**src/rtl/fp_pkg.sv**
```systemverilog
// Shared constants, types and packing helpers for the team floating-point format.
// Format: {sign, exp[6:0] (bias 63), frac[23:0] with hidden bit}.
package fp_pkg;

  localparam int FP_WIDTH  = 32;
  localparam int FP_EXP_W  = 7;
  localparam int FP_FRAC_W = 24;
  localparam int FP_BIAS   = 63;
  localparam int INT_W     = 32;

  // Exponent of a value whose leading one sits in bit INT_W-1.
  localparam logic [FP_EXP_W-1:0] EXP_MAX = 7'(FP_BIAS + INT_W - 1);

  localparam int ST_EXACT     = 0;
  localparam int ST_OVERFLOW  = 1;
  localparam int ST_UNDERFLOW = 2;
  localparam int ST_INEXACT   = 3;

  typedef enum logic [2:0] {
    I2F_IDLE  = 3'd0,
    I2F_ABS   = 3'd1,
    I2F_NORM  = 3'd2,
    I2F_ROUND = 3'd3,
    I2F_READY = 3'd4
  } i2f_state_t;

  function automatic logic [FP_WIDTH-1:0] fp_pack(
    input logic                 sign,
    input logic [FP_EXP_W-1:0]  exp,
    input logic [FP_FRAC_W-1:0] frac
  );
    fp_pack = {sign, exp, frac};
  endfunction

  // One-hot status word; overflow/underflow cannot occur for 32-bit integers.
  function automatic logic [3:0] status_word(input logic inexact);
    logic [3:0] st;
    st               = 4'b0000;
    st[ST_EXACT]     = ~inexact;
    st[ST_OVERFLOW]  = 1'b0;
    st[ST_UNDERFLOW] = 1'b0;
    st[ST_INEXACT]   = inexact;
    status_word = st;
  endfunction

endpackage

```
**src/rtl/fp_round.sv**
```systemverilog
// Combinational round-to-nearest-even on a 24-bit fraction with guard/sticky.
// A carry out means the fraction wrapped to zero and the exponent must step up.
module fp_round
  import fp_pkg::*;
(
  input  logic [FP_FRAC_W-1:0] frac,
  input  logic                 guard,
  input  logic                 sticky,
  output logic [FP_FRAC_W-1:0] frac_rnd,
  output logic                 carry,
  output logic                 inexact
);

  logic                 round_up;
  logic [FP_FRAC_W:0]   sum;

  // Ties go to the even fraction: only round up on a tie when frac is odd.
  always_comb begin
    round_up = guard & (sticky | frac[0]);
    sum      = {1'b0, frac} + {{FP_FRAC_W{1'b0}}, round_up};
    frac_rnd = sum[FP_FRAC_W-1:0];
    carry    = sum[FP_FRAC_W];
    inexact  = guard | sticky;
  end

endmodule

```
**src/rtl/int_to_fp.sv**
```systemverilog
// Iterative signed 32-bit integer to team float converter with start/done handshake.
// Normalises one bit per cycle, then rounds to nearest even.
module int_to_fp
  import fp_pkg::*;
(
  input  logic                clk,
  input  logic                reset,
  input  logic                start,
  input  logic [INT_W-1:0]    int_in,
  output logic                busy,
  output logic                done,
  output logic [FP_WIDTH-1:0] data_out,
  output logic [3:0]          status_out
);

  i2f_state_t           state;
  logic [INT_W-1:0]     operand;
  logic [INT_W-1:0]     mag;
  logic [INT_W-1:0]     mag_abs;
  logic                 sign;
  logic [FP_EXP_W-1:0]  exp;

  logic [FP_FRAC_W-1:0] frac_rnd;
  logic                 carry;
  logic                 inexact;

  // Magnitude of the latched operand; -2^31 maps onto 0x80000000 unchanged.
  always_comb begin
    if (operand[INT_W-1]) begin
      mag_abs = ~operand + 32'd1;
    end else begin
      mag_abs = operand;
    end
  end

  fp_round u_round (
    .frac     (mag[INT_W-2 -: FP_FRAC_W]),
    .guard    (mag[6]),
    .sticky   (|mag[5:0]),
    .frac_rnd (frac_rnd),
    .carry    (carry),
    .inexact  (inexact)
  );

  // Control FSM plus datapath registers and registered handshake outputs.
  always_ff @(posedge clk or negedge reset) begin
    if (!reset) begin
      state      <= I2F_IDLE;
      operand    <= 32'd0;
      mag        <= 32'd0;
      sign       <= 1'b0;
      exp        <= 7'd0;
      busy       <= 1'b0;
      done       <= 1'b0;
      data_out   <= 32'd0;
      status_out <= 4'b0000;
    end else begin
      case (state)
        I2F_IDLE: begin
          done <= 1'b0;
          if (start) begin
            operand <= int_in;
            busy    <= 1'b1;
            state   <= I2F_ABS;
          end else begin
            busy    <= 1'b0;
          end
        end
        I2F_ABS: begin
          sign <= operand[INT_W-1];
          mag  <= mag_abs;
          exp  <= EXP_MAX;
          if (mag_abs == 32'd0) begin
            data_out   <= 32'd0;
            status_out <= status_word(1'b0);
            done       <= 1'b1;
            state      <= I2F_READY;
          end else begin
            state      <= I2F_NORM;
          end
        end
        I2F_NORM: begin
          if (!mag[INT_W-1]) begin
            mag <= {mag[INT_W-2:0], 1'b0};
            exp <= exp - 7'd1;
          end else begin
            state <= I2F_ROUND;
          end
        end
        I2F_ROUND: begin
          // Exponent never exceeds EXP_MAX, even after a rounding carry.
          data_out   <= fp_pack(sign, exp + {6'd0, carry}, frac_rnd);
          status_out <= status_word(inexact);
          exp        <= exp + {6'd0, carry};
          done       <= 1'b1;
          state      <= I2F_READY;
        end
        I2F_READY: begin
          done  <= 1'b0;
          busy  <= 1'b0;
          state <= I2F_IDLE;
        end
        default: begin
          done  <= 1'b0;
          busy  <= 1'b0;
          state <= I2F_IDLE;
        end
      endcase
    end
  end

endmodule

```
**config.mk**
```make
export PLATFORM = sky130hd
export DESIGN_NAME = int_to_fp
export DESIGN_NICKNAME = d
export VERILOG_FILES = /design/src/rtl/fp_pkg.sv /design/src/rtl/fp_round.sv /design/src/rtl/int_to_fp.sv
export SDC_FILE = /design/constraint.sdc
export NUM_CORES = 1
export LEC_CHECK = 0
export ABC_AREA = 0
export BUFFER_PORTS_ARGS = -buffer_cell sky130_fd_sc_hd__buf_2
export CAP_MARGIN = 20
export CORE_ASPECT_RATIO = 0.6
export CORE_MARGIN = 3
export CORE_UTILIZATION = 53
export CTS_BUF_LIST = sky130_fd_sc_hd__clkbuf_2 sky130_fd_sc_hd__clkbuf_4 sky130_fd_sc_hd__clkbuf_8
export CTS_CLUSTER_DIAMETER = 50
export DETAILED_ROUTE_END_ITERATION = 10
export PLACE_DENSITY = 0.73
export SLEW_MARGIN = 20
export SYNTH_ARGS = -nofsm -noshare
export SYNTH_HDL_FRONTEND = slang
export SYNTH_SLANG_ARGS = --single-unit
```
**constraint.sdc**
```tcl
create_clock -name clk -period 4.1 [get_ports clk]
set_clock_uncertainty 0.2 [all_clocks]
set_input_delay 0.205 -clock clk [delete_from_list [all_inputs] [get_ports clk]]
set_output_delay 0.205 -clock clk [all_outputs]
set_load 0.02 [all_outputs]
```
==> results of run 1 <==
logic make-up after synthesis:
family | Yosys count | share of synthesized area
and+or+nand+nor | 252 | 0.2018
adders and majority gates | 5 | 0.009626
AOI/OAI and AO/OA | 197 | 0.1900
buffers and inverters | 69 | 0.04755
muxes | 30 | 0.05160
other | 1 | 0.0005770
xor gates and xnor gates | 53 | 0.07143
DFF | 111 | 0.4274
Yosys cell counts, types with 8 or more instances:
master / instances / area share
clkbuf_1: 43 / 0.025
o21ai_0: 45 / 0.035
nand2_1: 64 / 0.037
o21ai_1: 29 / 0.022
mux2_2: 28 / 0.049
or3_1: 8 / 0.0077
inv_1: 11 / 0.0064
nor4_1: 11 / 0.011
nor2_1: 41 / 0.024
nand2b_1: 36 / 0.035
nand3_1: 26 / 0.020
a21oi_1: 30 / 0.023
xnor2_1: 23 / 0.031
a31oi_1: 12 / 0.012
a22oi_1: 39 / 0.045
o31ai_1: 9 / 0.010
dfrtp_1: 111 / 0.43
xor2_1: 30 / 0.040
nor3_1: 16 / 0.012
and3_1: 11 / 0.011
what timing repair did:
action | CTS | global route
hold buffers | 34 | 0
setup buffers | 0 | 0
endpoints found under the hold margin | 74 | 0
endpoints found under the setup margin | 0 | 2
gates resized for setup | 0 | 4
where the power goes:
part           switching (mW)  internal [mW]
combinational            1.67           1.28
sequential              0.741           1.59
clock                   0.387          0.349
critical path, cell delays in order (launching register included):
cell and delay (ns):
dfrtp_1 0.48, or3_1 0.53, or4_1 0.80, or2_2 0.40
o41ai_1 0.33, a32oi_1 0.13, a31oi_1 0.18, and4b_1 0.26
buf_12 0.21, o311ai_0 0.16
cells in the final DEF, fill, tap and decap left out, types with 3 or more instances in the layout:
cell	n
o311ai_0	3
or4_1	3
o41ai_1	3
mux2_2	28
nor3_1	16
ha_1	5
a31oi_1	12
or3_1	8
a22oi_1	39
o31ai_1	9
dfrtp_1	111
a21oi_1	30
o21ai_1	29
nand3_1	25
buf_2	69
o21ai_0	45
nor4_1	9
clkbuf_8	9
dlygate4sd3_1	34
o22ai_1	4
inv_1	11
o21a_1	3
or2_2	4
nor2_1	40
nor3b_1	3
xor2_1	30
xnor2_1	23
and3_1	11
buf_4	14
o31a_1	4
and4b_1	3
nand4_1	6
nor2b_1	4
nand2_1	64
nand2b_1	36
state kept, by name, summed over array words and instances, names as in the netlist:
name,flops
data_out,32
sign,1
status_out,2
busy,1
mag,32
operand,32
exp,7
state,3
done,1
per-stage QoR:
| stage | hold slack [ns] | utilization | cells | power (mW) |
|---|---|---|---|---|
| after floorplan | -0.2906 | - | 719 | 4.355 |
| after global placement | 0.01740 | 0.5942 | 905 | 5.075 |
| after detailed placement | 0.02680 | 0.5942 | 905 | 5.191 |
| after CTS | 0.1476 | 0.6420 | 955 | 5.965 |
| after global routing | 0.1656 | 0.6439 | 955 | 6.487 |
| final | 0.1376 | 0.6439 | 955 | 6.014 |
per-layer routing:
layer | vias up | wire length (um) | track usage
met2 | 260 | 7585 | 0.3840
li1 | 2717 | - | -
met5 | - | 0 | 0
met1 | 2818 | 8545 | 0.4053
met3 | 27 | 1374 | 0.06025
met4 | 0 | 243 | 0.06169
final timing paths:
path	start	end	slack (ns)	depth (start not counted)
max	operand[4]$_DFFE_PN0P_	status_out[3]$_DFFE_PN0P_	0.25	9
min	reset	operand[2]$_DFFE_PN0P_	0.14	2
max reg2reg	operand[4]$_DFFE_PN0P_	status_out[3]$_DFFE_PN0P_	0.25	9
min reg2reg	sign$_DFFE_PN0P_	sign$_DFFE_PN0P_	0.31	2
max in group asynchronous	reset	mag[19]$_DFFE_PN0P_	2.67	3
min in group clk	sign$_DFFE_PN0P_	sign$_DFFE_PN0P_	0.31	2
cell type report:
type | count | area [um^2] | area share
clock buffers | 10 | 131.4 | 0.01754
clock inverters | 6 | 85.08 | 0.01136
inverters | 11 | 41.29 | 0.005511
multi-input cells | 539 | 3446 | 0.4599
flip-flops and latches | 111 | 2778 | 0.3707
well taps | 160 | 200.2 | 0.02672
repair buffers | 118 | 810.8 | 0.1082
==> impl_summary.md, run 1 <==
Outcome
The run finished with clean final reports.

Power
The worst-case IR drop observed on VDD is 0.3648 mV. The static leakage is between 3 and 4 nW. The cell area power density is ~800 nW/um^2.

Timing
In this run the tightest slew margin relative to its limit is 0.3109. Summed over all failing endpoints, the final setup total negative slack is 0 ns. Setup violations remaining at the end of the flow were counted as 0.

The least setup slack across all paths after layout is about 0.25 ns. The number of hold violations in the final report came to 0. Setup repair after global routing left no endpoint under its margin.

In the finished design, the share of the clock period the worst path needs comes to 0.9382. Static timing analysis puts the maximum clock frequency at between 0.2 and 0.3 GHz. The count of pins over their slew limit came to 0. The routed design could run at a clock period as short as 3.847 ns. The actual slew at the worst max-slew pin is between 1 and 1.5 ns.

Floorplanning
The die is approximately 150 um wide. The count of boundary I/O pins is between 70 and 80. The floorplan row count is 30. The starting density of the core is 0.5585. The floorplan die area is between 10000 and 15000 um^2. The floorplan step defined a core boundary enclosing 11640 um^2. The chip height is between 90 and 100 um.

Route
The number of vias after detailed routing is roughly 5800. The count of nets left with antenna violations once routing finished came out at 0. In this run, the number of DRC markers left after iteration 0 of detailed routing was slightly below 600. The post-route DRC violation count is 0. After detailed routing, the average wire length per cell comes to ~19 um. For this run, the detailed router's first-pass iteration total came to 5.

The average vias per placed instance is approximately 6.1. The total routed wirelength is roughly 18000 um.

Final layout
In the final layout, the share of cells above drive strength 1 is 0.1786. In the final design database the tool counted 830 nets. The area of all placed cells without fillers is approximately 7500 um^2.

The total inserted antenna cells is 0. The layout overhead on the synthesized area is 15.29%. The count of filler cells inserted in the layout is ~980.

GRT
Entering global routing, the biggest net connects 48 pins. In the global route stage, overall resource usage came out at 0.2657. Summed over all layers, the global routing overflow is 0.

The via count of the first global-routing pass is around 5600. The global-route wire length before repair is between 20000 and 30000 um. The number of antenna violations at the first check in global routing is 0.

Placed design
Routability-driven placement finished with a final weighted congestion of 0.8817. The HPWL after detailed placement is between 10000 and 15000 um. The cell area after placement is 6914 um^2. The count of buffers from port buffering is 70. The pre-CTS setup slack is about 0.24 ns.

Critical path
STA puts the critical path data required time at just over 4 ns. The largest fanout of any net on the critical path is 37. The critical path launch point type is a flop. The critical path in this run is classified as flop to flop. STA classifies the critical path endpoint as a flop.

The critical path arrival is 3.88 ns.

CTS
CTS placed an instance of clkbuf_8 at the clock tree root. The clock tree from TritonCTS is yes. Clock-pin slew was measured on the worst setup and hold paths at roughly 0.10 ns. The buffer levels on the longest clock path is 2. The number of clock sinks is about 110. Clock latency on the worst-skew pair, taken at its later pin, is 0.39 ns.

The clock tree synthesis step divided the H-tree into 3 levels. The number of buffers inserted during clock tree synthesis is 9.

Synthesis
For this run, the register share of the synthesized area comes to 0.4274. The number of distinct standard cells referenced by the synthesized netlist is 59. The async set-or-reset flop fraction in the synthesized netlist is 1.000. Yosys mapped a number of flops with a built-in enable equal to 0.

The dominant synthesized flop cell is dfrtp_1. The gate count after technology mapping is 718. Averaged over all synthesized cells, the footprint is just over 9 um^2.

Yosys printed 0 warnings. After synthesis the cells add up to 6499 um^2. The number of synthesized register bits is between 100 and 150.

Flow run
Max-cap violations in this run came to 0.

Hold path
The kind of path behind the tightest hold check is input port to async pin.
Note: power is estimated with default switching activity, not from simulation.
==> inputs of run 2 (changes only) <==
--- a/config.mk
+++ b/config.mk
@@ -12,10 +12,12 @@
 export CORE_MARGIN = 3
 export CORE_UTILIZATION = 53
 export CTS_BUF_LIST = sky130_fd_sc_hd__clkbuf_2 sky130_fd_sc_hd__clkbuf_4 sky130_fd_sc_hd__clkbuf_8
-export CTS_CLUSTER_DIAMETER = 50
+export CTS_CLUSTER_DIAMETER = 200
 export DETAILED_ROUTE_END_ITERATION = 10
 export PLACE_DENSITY = 0.73
 export SLEW_MARGIN = 20
 export SYNTH_ARGS = -nofsm -noshare
 export SYNTH_HDL_FRONTEND = slang
+export SYNTH_HIERARCHICAL = 1
 export SYNTH_SLANG_ARGS = --single-unit
+export TNS_END_PERCENT = 10
==> run 2 against run 1 <==
Net effect:
- sequential share of layout area decreased by 0.23 points
- critical endpoint is now exp[6]$_DFFE_PN0P_
- synthesized area increased by 0.87%
- maximum frequency increased by 1.8%
- via count increased by 0.48%
- critical path depth increased by 7
- final cell count increased by 1.8%
- power increased by 0.32%
- wire length decreased by 4.2%
- clock-buffer cell count increased by 1
- highest routed layer unchanged
- die area increased by 0.82%
- critical path type unchanged
- first-iteration DRC count increased by 5.9%
- largest cell class unchanged
==> impl_summary.md, run 2 <==
CTS
TritonCTS built the clock tree. After clock tree synthesis, the clock-pin slew on the worst setup and hold paths is between 0.1 and 0.15 ns. In this run the number of H-tree levels came out at 3. The number of clock sinks is approximately 110. After clock tree synthesis, the setup repair step added 0 buffers. The root buffer cell chosen for the clock tree is clkbuf_8. The clock passes through at most 2 buffers.

The total of cells resized after clock tree synthesis is 0. The clock latency reported for the late side of the worst-skew pair is about 0.4 ns. The number of buffers inserted during clock tree synthesis is 9.

Power
The design draws around 6 mW. The cell area power density is 800.1 nW/um^2. The analysis attributes to cell leakage a power of 3.068 nW. The peak supply drop is approximately 0.33 mV.

Final layout
The total area of multi-input combinational cells is roughly 3500 um^2. In the final layout, the share of cells above drive strength 1 is 0.1736. The largest registers in the layout are data_out x32, mag x32, operand x32.

Leaving out fill and tap cells, the most frequent cells in the layout are dfrtp_1 (111), nand2_1 (94), buf_2 (69). The finished cells cover ~7500 um^2. After the last flow step, the layout net total stands at 848. Summing all flip-flop and latch instances after layout gives roughly 2800 um^2. The count of filler cells inserted in the layout is around 1000.

The most frequent standard cell in the layout excluding fill and tap cells is dfrtp_1. Compared with the post-synthesis result, the final layout area differs by 15.02%. The number of antenna diodes in the final layout is 0. The final core utilization is 0.6459.

Placed design
Detailed placement finished with a half-perimeter wire length of roughly 12000 um. Before CTS, the worst setup slack after placement is around 0.4 ns. The count of buffers from port buffering is 70.

Routability-driven placement finished with a final weighted congestion of a little under 1. Once placement finished, the instance area stood at ~7000 um^2.

Critical path
The endpoint of the lowest-slack register-to-register path is exp[6]$_DFFE_PN0P_. Measured in cells, the most critical reg-to-reg path has a length of 16. The largest fanout of any net on the critical path is 5.

The element type at the critical path end is a flop. The minimum setup slack among reg-to-reg paths is roughly 0.32 ns. The worst setup path is of the flop to flop kind.

Data arrives at the worst endpoint at between 3 and 4 ns. The critical path data required time is between 4 and 5 ns. In this run the critical register-to-register path is launched from mag[2]$_DFFE_PN0P_. The worst setup path is launched from a flop.

Flow run
The max-capacitance violation count is 0.

Synthesis
The most frequently used cell type in the post-synthesis netlist is dfrtp_1. The count of synthesis-stage warnings from yosys is 6. Averaged over all synthesized cells, the footprint is 8.931 um^2. The cell count after synthesis came out at ~730.

In this run, synthesis inferred 0 flip-flops with an integrated enable. By area the synthesized netlist is led by dfrtp_1 (42%), nand2_1 (5.4%), mux2_2 (5.0%). The post-synthesis instance area is approximately 6600 um^2. The commonest cells after synthesis are dfrtp_1 (111), nand2_1 (94), nor2_1 (60), clkbuf_1 (41), nand2b_1 (38). The synthesized netlist contains 64 unique library cells.

The largest total area in the synthesized netlist belongs to dfrtp_1. Of the synthesized area, sequential elements account for 0.4237. The number of synthesized register bits is ~110.

The most used flip-flop cell after synthesis is dfrtp_1. The async set-or-reset flop fraction in the synthesized netlist is 1.000. The area share of the largest cell type after synthesis is 0.4237.

Floorplanning
The core region is approximately 12000 um^2. The floorplan row count is 30. The die boundary width is 149.6 um. The floorplan step defined a die boundary enclosing ~14000 um^2.

The starting density of the core is 0.5615. The floorplan step set the die height to 92.15 um. Pin placement for this block handled 73 I/O pins.

Route
The count of routing violations after the opening detailed-route iteration is around 620. The average vias per placed instance is roughly 6. After detailed routing, the number of remaining DRC violations is 0.

Detailed routing inserted a total of approximately 5900 vias. The number of iterations in the first detailed-routing pass is 6. The total routed wirelength is approximately 17000 um. The number of nets with antenna violations after routing is 0. The wire length per cell is between 15 and 20 um.

Timing
The count of final setup violators is 0. After routing, the total negative slack on setup checks comes to 0 ns. Subtracting the final worst setup slack from the clock period gives 3.777 ns. Setup repair after global routing left no endpoint under its margin. The final clock period utilization by the worst path is 0.9213. At the pin with the least slew margin, the transition time is 0.8196 ns. The worst slew margin relative to its limit is 0.4530. The number of hold violations in the final report is 0. The count of pins over their slew limit is 0. The least setup slack across all paths after layout is approximately 0.32 ns. The maximum operating frequency is 0.2647 GHz.

GRT
The total congestion overflow after global routing is 0. The number of antenna violations at the first check in global routing was 0. The via count of the first global-routing pass was roughly 5600.

The total routing resource utilization after global routing is 0.2564. The first global-routing pass estimated between 20000 and 30000 um of wire. The pin count of the biggest net entering global routing is a little over 80.

Outcome
The run finished with clean final reports.

Hold path
The min-delay analysis places its worst path in the category input port to async pin.
-- run 2: cell type report --
cell class | instances | share of cell area
Clock buffer | 11 | 0.01925
Inverter | 7 | 0.003485
Sequential cell | 111 | 0.3684
Clock inverter | 5 | 0.01079
Multi-Input combinational cell | 561 | 0.4645
Timing Repair Buffer | 117 | 0.1070
Tap cell | 160 | 0.02655
-- run 2: logic make-up after synthesis --
kind of cell	share of synthesized area
multiplexers	0.05440
AO/OA/AOI/OAI	0.1726
buffers and inverters	0.04390
adder cells (fa/ha/maj)	0.01145
flip-flops	0.4237
other	0.0005721
AND/OR/NAND/NOR	0.2199
XOR/XNOR	0.07349
-- run 2: routing by layer --
metal | vias to the layer above | track usage | part of all wire
met4 | 0 | 0.06245 | 0.013
met2 | 252 | 0.3669 | 0.43
met1 | 2815 | 0.3958 | 0.48
met5 | - | 0 | 0
li1 | 2761 | - | -
met3 | 22 | 0.05235 | 0.079
-- run 2: how the worst max path moves through the flow --
stage / startpoint / endpoint / slack (ns) / depth (start not counted)
after floorplan: operand[1]$_DFFE_PN0P_ / state[2]$_DFFE_PN0P_ / 0.70 / 13
after global placement: operand[0]$_DFFE_PN0P_ / done$_DFFE_PN0P_ / 0.48 / 11
after detailed placement: operand[1]$_DFFE_PN0P_ / status_out[0]$_DFFE_PN0P_ / 0.41 / 11
after CTS: mag[2]$_DFFE_PN0P_ / exp[6]$_DFFE_PN0P_ / 0.37 / 16
after global routing: mag[2]$_DFFE_PN0P_ / exp[6]$_DFFE_PN0P_ / 0.11 / 16
final: mag[2]$_DFFE_PN0P_ / exp[6]$_DFFE_PN0P_ / 0.32 / 16
-- run 2: repair_timing --
action	4_1_cts	5_1_grt
hold buffers	34	0
setup endpoints to repair	0	0
endpoints found under the hold margin	114	0
-- run 2: worst max-delay path, cell delays in order, from the launching register on --
cell     delay [ns]
dfrtp_1        0.39
nor4_1         0.07
nand2_1        0.09
o21a_1         0.12
ha_1           0.19
ha_1           0.26
nand4_2        0.22
nor4_4         0.45
and4_1         0.27
ha_1           0.19
ha_1           0.22
nand3_1        0.12
or2_2          0.33
xor2_1         0.20
a21oi_1        0.10
a31oi_1        0.15
o21ai_0        0.09
-- run 2: metrics by stage --
stage               instances  hold slack (ns)
floorplan                 735          -0.2906
detailed placement        922           0.2300
global placement          922           0.2144
global route              972           0.2579
finish                    972           0.1920
CTS                       972           0.3074
-- run 2: report_power, final --
group / switching, mW / total, mW / internal [mW]
Clock: 0.382 / 0.751 / 0.368
Combinational: 1.65 / 2.96 / 1.31
Sequential: 0.727 / 2.32 / 1.60
